<file path="src/rtl/inst_fetch_queue_if.sv">
// inst_fetch_queue_if: fetch-side and decode-side valid/ready channels of the fetch queue.
interface inst_fetch_queue_if;
   logic        in_valid;
   logic        in_ready;
   logic [31:0] in_pc;
   logic [31:0] in_inst;
   logic        out_valid;
   logic        out_ready;
   logic [31:0] out_pc;
   logic [31:0] out_inst;
   modport master (
      output in_valid, in_pc, in_inst, out_ready,
      input  in_ready, out_valid, out_pc, out_inst
   );
   modport slave (
      input  in_valid, in_pc, in_inst, out_ready,
      output in_ready, out_valid, out_pc, out_inst
   );
endinterface

</file>
<file path="src/rtl/inst_fetch_queue.sv">
// inst_fetch_queue: circular-buffer FIFO between fetch and decode, flushed on pipeline redirect.
module inst_fetch_queue #(
   parameter int DEPTH = 4
) (
   input  logic                     clock,
   input  logic                     reset,
   input  logic                     flush,
   inst_fetch_queue_if.slave        bus,
   output logic [$clog2(DEPTH):0]   count
);
   localparam int AW = $clog2(DEPTH);
   localparam int CW = AW + 1;
   logic [63:0]   mem [DEPTH];
   logic [AW-1:0] wr_ptr;
   logic [AW-1:0] rd_ptr;
   logic          enq;
   logic          deq;
   logic          empty;
   // occupancy comes from count alone, since wr_ptr == rd_ptr is ambiguous
   assign empty         = (count == '0);
   assign bus.in_ready  = (count != CW'(DEPTH));
   assign bus.out_valid = ~empty & ~flush;
   assign {bus.out_pc, bus.out_inst} = empty ? 64'h0 : mem[rd_ptr];
   assign enq = bus.in_valid & bus.in_ready & ~flush;
   assign deq = bus.out_valid & bus.out_ready;
   always_ff @(posedge clock) begin
      if (reset || flush) begin
         wr_ptr <= '0;
         rd_ptr <= '0;
         count  <= '0;
      end else begin
         wr_ptr <= enq ? wr_ptr + AW'(1) : wr_ptr;
         rd_ptr <= deq ? rd_ptr + AW'(1) : rd_ptr;
         count  <= count + CW'(enq) - CW'(deq);
      end
   end
   always_ff @(posedge clock) begin
      if (enq) mem[wr_ptr] <= {bus.in_pc, bus.in_inst};
   end
`ifndef SYNTHESIS
   logic [31:0] perf_full_cycles;
   logic [31:0] perf_empty_cycles;
   always_ff @(posedge clock) begin
      if (reset) begin
         perf_full_cycles  <= '0;
         perf_empty_cycles <= '0;
      end else begin
         perf_full_cycles  <= perf_full_cycles + 32'(bus.in_valid & ~bus.in_ready);
         perf_empty_cycles <= perf_empty_cycles + 32'(empty);
      end
   end
`endif
endmodule
</file>
<file path="src/flat_wrapper.sv">
// flat-port wrapper written by rule: the top's interface ports become plain ports
module inst_fetch_queue_flat 
#(
   parameter int DEPTH = 4
)
  (clock, reset, flush, count, bus_in_valid, bus_in_pc, bus_in_inst, bus_out_ready, bus_in_ready, bus_out_valid, bus_out_pc, bus_out_inst);
  inst_fetch_queue_if bus_i ();
  input  logic clock;
  input  logic reset;
  input  logic flush;
  output logic [$clog2(DEPTH):0] count;
  input wire logic [$bits(bus_i.in_valid)-1:0] bus_in_valid;
  input wire logic [$bits(bus_i.in_pc)-1:0] bus_in_pc;
  input wire logic [$bits(bus_i.in_inst)-1:0] bus_in_inst;
  input wire logic [$bits(bus_i.out_ready)-1:0] bus_out_ready;
  output wire logic [$bits(bus_i.in_ready)-1:0] bus_in_ready;
  output wire logic [$bits(bus_i.out_valid)-1:0] bus_out_valid;
  output wire logic [$bits(bus_i.out_pc)-1:0] bus_out_pc;
  output wire logic [$bits(bus_i.out_inst)-1:0] bus_out_inst;
  assign bus_i.in_valid = bus_in_valid;
  assign bus_i.in_pc = bus_in_pc;
  assign bus_i.in_inst = bus_in_inst;
  assign bus_i.out_ready = bus_out_ready;
  assign bus_in_ready = bus_i.in_ready;
  assign bus_out_valid = bus_i.out_valid;
  assign bus_out_pc = bus_i.out_pc;
  assign bus_out_inst = bus_i.out_inst;
  inst_fetch_queue #(.DEPTH(DEPTH)) u_core (.clock(clock), .reset(reset), .flush(flush), .bus(bus_i), .count(count));
endmodule
</file>
<file path="config.mk">
export PLATFORM = sky130hd
export DESIGN_NAME = inst_fetch_queue_flat
export DESIGN_NICKNAME = d
export VERILOG_FILES = /design/src/rtl/inst_fetch_queue_if.sv /design/src/rtl/inst_fetch_queue.sv /design/src/flat_wrapper.sv
export SDC_FILE = /design/constraint.sdc
export NUM_CORES = 1
export LEC_CHECK = 0
export ABC_AREA = 1
export CAP_MARGIN = 30
export CORE_AREA = 10 10 144 146
export CTS_CLUSTER_SIZE = 25
export DETAILED_ROUTE_END_ITERATION = 16
export DIE_AREA = 0 0 154 156
export GPL_ROUTABILITY_DRIVEN = 0
export PLACE_DENSITY = 0.84
export SLEW_MARGIN = 10
export SYNTH_ARGS = -nofsm -noshare
export SYNTH_HDL_FRONTEND = slang
export SYNTH_SLANG_ARGS = --single-unit
</file>
<file path="constraint.sdc">
create_clock -name clock -period 11.7 [get_ports clock]
set_input_delay 2.925 -clock clock [delete_from_list [all_inputs] [get_ports clock]]
set_output_delay 2.925 -clock clock [all_outputs]
set_load 0.05 [all_outputs]
</file>
## Yosys cells after proc, flatten, opt, wreduce, memory -nomap -nowiden

Memory sizes are Yosys's and may differ from the RTL's. A register that Yosys moved wholly into a read port is not among the register bits.
Index checks and enable logic that the tools add are counted.

| storage, ports and cells | value |
|---|---|
| bits in registers | 7 |
| bits in writable memories | 256 |
| input port bits | 69 |
| output and inout port bits | 69 |
| logic and storage cells | 22 |
| memories kept | 1 |

Memories:

| name | depth | bits a word | rd ports | clocked after memory_dff | write ports | RTL line | RTL |
|---|---|---|---|---|---|---|---|
| u_core.mem | 4 | 64 | 1 | 1 | 1 | inst_fetch_queue.sv:13 | `logic [63:0] mem [DEPTH];` |

| operators by class | value |
|---|---|
| add/subtract/negate cells | 4 |
| equality and inequality tests | 1 |
| mux-type cells | 5 |
| bitwise gates (word level) | 6 |
| reductions and logical operators | 2 |

Operators by type and width:

| cell | count |
|---|---|
| 64-bit two-way mux | 1 |
| 2-bit by 1-bit adder with 2-bit output (second input constant) | 2 |
| 1-bit bitwise AND | 4 |
| 2-bit two-way mux | 2 |
| 3-bit by 1-bit adder with 3-bit output | 1 |
| 3-bit logical NOT | 1 |
| 3-bit != test (second input constant) | 1 |
| 3-bit by 1-bit subtractor with 3-bit output | 1 |
| 1-bit two-way mux | 2 |
| 1-bit NOT | 2 |
| 1-bit logical OR | 1 |

## Logic depth before layout (Yosys ltp)

| depth | value |
|---|---|
| depth in word-level cells | 6 |
| depth in mapped cells | 12 |
| gate-level depth less buffers | 12 |

## Worst setup path after synthesis

No wires, ideal clock.

| timing | value |
|---|---|
| kind | input to output |
| start | input flush |
| end | output bus_out_valid |
| arrival time | 3.579 ns |
| data required time | 8.775 ns |
| path slack | 5.196 ns |
| stages | 1 |
| path buffers | 0 |
| path through | nor2_1 |

| on the way | value |
|---|---|
| cells in the longest elaborated chain, start to end | 2 |

RTL lines:

| what | RTL line | RTL |
|---|---|---|
| start, declared | flat_wrapper.sv:10 | `input logic flush;` |
| 1-bit NOT | inst_fetch_queue.sv:22 | `assign bus.out_valid = ~empty & ~flush;` |
| 1-bit bitwise AND | inst_fetch_queue.sv:22 |  |
| end, declared | flat_wrapper.sv:17 | `output wire logic [$bits(bus_i.out_valid)-1:0] bus_out_valid;` |

Every way passes these cells.

## Final worst setup path

Ends and elaborated chain as after synthesis.

==> flow_metrics.py <==
metrics = {
    "clocking": {
        "cts-htree-levels": 1,
        "cts.clk_slew.worst_paths_ns": 0.06,
        "cts_setup_buffers": 0,
        "cts.repair.resized": 0,
        "cts_made_buffers": 25,
        "cts.root.buffer_cell": "clkbuf_16",
        "buffer_depth_of_the_longest_clock_path": 3,
        "cts_tree": "yes",
        "cts-hold-fix-buffers": 0,
        "clk_latency_ns": 0.51,
        "clock_sinks": 265,
    },
    "global_routing": {
        "first_global_vias": 6562,
        "gr-usage-all-layers_pct": 18.0,
        "grt_first_pass_wirelength_um": 34800,
        "largest_net_degree_at_the_start_of_global_routing": 73,
        "initial_antenna_violation_count": 0,
        "globalRouteOverflowTotal": 0,
    },
    "final_layout": {
        "area_growth_pct": 21.8,
        "drive_gt1_share_pct": 5.78,
        "fin_nets": 1028,
        "layout.filler_cells": 1163,
        "n_antenna_cell": 0,
        "final_cell_count_no_fill": 1198,
        "register_area_um2": 7870,
        "postLayoutCoreUtil_pct": 71.1,
        "multi_input_comb_area_um2": 2200,
        "design_area_um2": 12700,
    },
    "yosys": {
        "ys_top_cells_by_area": "edfxtp_1 (74%), nor2_1 (9.8%), o21ai_0 (5.7%)",
        "synth_area_leader_cell": "edfxtp_1",
        "postSynthNetCount": 901,
        "postSynth.topFlopCell": "edfxtp_1",
        "synthesis.area_per_instance_um2": 12.6,
        "synthesis.instances": 825,
        "synth.ff_latch_count": 265,
        "synth_top_area_share_pct": 73.8,
        "number_of_enable_type_register_cells_in_the_synthesized_netlist": 256,
        "asyncSetResetFlopFracSynth_pct": 0,
        "ys_types": 19,
        "syn_area_um2": 10400,
        "sequential_fraction_of_the_synthesis_area_pct": 75.5,
        "total_of_warnings_raised_by_yosys": 0,
    },
    "routing": {
        "detailedRoute.firstPassIterationCount": 5,
        "drt.antenna.violating_nets": 0,
        "via_per_inst": 5.49,
        "route.detailed.wl_per_inst_um": 18.6,
        "detail_route.drc_violations": 0,
        "wl_um": 22300,
        "dr.first_iter.drc_count": 505,
        "num_vias": 6575,
    },
    "worst_setup_path": {
        "path_class": "in -> out",
        "startpoint_type": "input pin",
        "critPathArrivalTime_ns": 4.30,
        "worstSetupEndpointType": "output port",
        "timing.critical_path.fanout_max": 3,
        "critPathRequiredTime_ns": 8.78,
    },
    "sta": {
        "timing.final.crit_period_ns": 7.22,
        "timing.final.crit_share_pct": 61.7,
        "setup_repair_after_global_routing_missed_its_margin": "no",
        "final_max_slew_viol_count": 0,
        "slew-limit-headroom_pct": 43.0,
        "report.final.setup_viol": 0,
        "post-route-worst-setup-slack_ns": 4.48,
        "worst_pin_slew_ns": 0.852,
        "timing.clock.skew_ns": 0.0120,
        "finalSetupTns_ns": 0,
        "finalHoldViolCount": 0,
        "timing.fmax_ghz": 0.138,
    },
    "floorplanning": {
        "ioPinCount": 138,
        "start_util_pct": 58.4,
        "die_height_um": 156,
        "total_die_area_um2": 24000,
        "num_rows": 49,
        "floorplan.die.width_um": 154,
        "core_area_um2": 17800,
    },
    "place": {
        "detailedPlacementHpwl_um": 12500,
        "io_buffer_count": 137,
        "preCtsSetupSlack_ns": 4.47,
        "cell_area_reported_after_detailed_placement_um2": 11900,
        "placedCellCount": 1154,
    },
    "pwr": {
        "powerDensity_nw_per_um2": 155,
        "p_leak_nw": 4.30,
        "power.ir.vdd_worst_v": 0.000140,
    },
    "flow_run": {
        "cap_violations": 0,
    },
    "run_status": {
        "outcome": "finished clean",
    },
    "hold_path": {
        "min_path_type": "reg -> reg",
    },
}
## power breakdown
| part | total [mW] | internal (mW) | switching (mW) |
|---|---|---|---|
| logic | 0.152 | 0.0525 | 0.0992 |
| registers | 1.07 | 1.06 | 0.00537 |
| clock network | 0.748 | 0.432 | 0.317 |
| total | 1.97 | 1.54 | 0.421 |
## placed cells by master, fill, tap and decap left out, drive strengths merged
cell type and n:
clkbuf 33, edfxtp 256, inv 20, nand3 4
clkinvlp 1, nor2 271, xor2 1, nand2 12
a21oi 67, ha 6, o21ai 128, buf 11
clkdlybuf4s50 137, clkinv 10, nand4 1, dfxtp 9
bufinv 1, fa 1
## Yosys cell counts (6+ instances only)
master / number
a21oi_1: 67
buf_2: 14
buf_6: 11
clkbuf_1: 15
dfxtp_1: 9
edfxtp_1: 256
ha_1: 6
inv_1: 19
nand2_1: 12
nor2_1: 271
o21ai_0: 118
o21ai_1: 10
## routing by layer
metal	vias up	GRT usage [%]	wire length (um)	share of wire, %
met2	228	32.2	11700	52
met1	3158	20.8	8470	38
met4	0	5.26	388	1.7
met5	-	0	0	0
li1	3153	-	-	-
met3	36	4.58	1800	8.1
## kinds of logic after synthesis
| logic type | count (synthesis) | share of synthesized area (%) |
|---|---|---|
| fa+ha+maj | 7 | 0.913 |
| buf+inv | 69 | 3.63 |
| compound gates | 195 | 9.37 |
| simple gates | 288 | 10.5 |
| flops | 265 | 75.5 |
| xor+xnor | 1 | 0.0841 |
## layout make-up
class | instances | share of cell area, %
clock buffers | 33 | 5.41
clock inverters | 11 | 0.622
inverters | 21 | 0.631
multi-input cells | 491 | 17.3
flip-flops and latches | 265 | 62.1
well taps | 229 | 2.26
repair buffers | 148 | 11.7
## worst max-delay path: stages
cell and delay [ns]:
clkdlybuf4s50_1 0.44, nor2_1 0.12, clkdlybuf4s50_1 0.82
## per-stage QoR
stage / hold WS (ns) / total power [mW]
after global routing: 0.481 / 2.03
after global placement: 0.448 / 1.23
after CTS: 0.471 / 1.98
after floorplan: 0.443 / 1.17
final: 0.474 / 1.97
after detailed placement: 0.454 / 1.24
## registers in the layout, indices dropped and copies added (netlist names), named ones only
| name | count |
|---|---|
| u_core.count | 3 |
| u_core.wr_ptr | 2 |
| u_core.mem | 256 |
| u_core.rd_ptr | 2 |
## worst paths after layout
kind                            depth (start not counted)        startpoint                end  slack (ns)
worst min register to register                          2  u_core.rd_ptr[0]           register        0.47
worst max-delay path                                    3             flush      bus_out_valid        4.48
worst min-delay path                                    2  u_core.rd_ptr[0]           register        0.47
worst max register to register                          5   u_core.count[1]  u_core.mem[3][36]        8.84
Power figures use the tool's default switching activity.
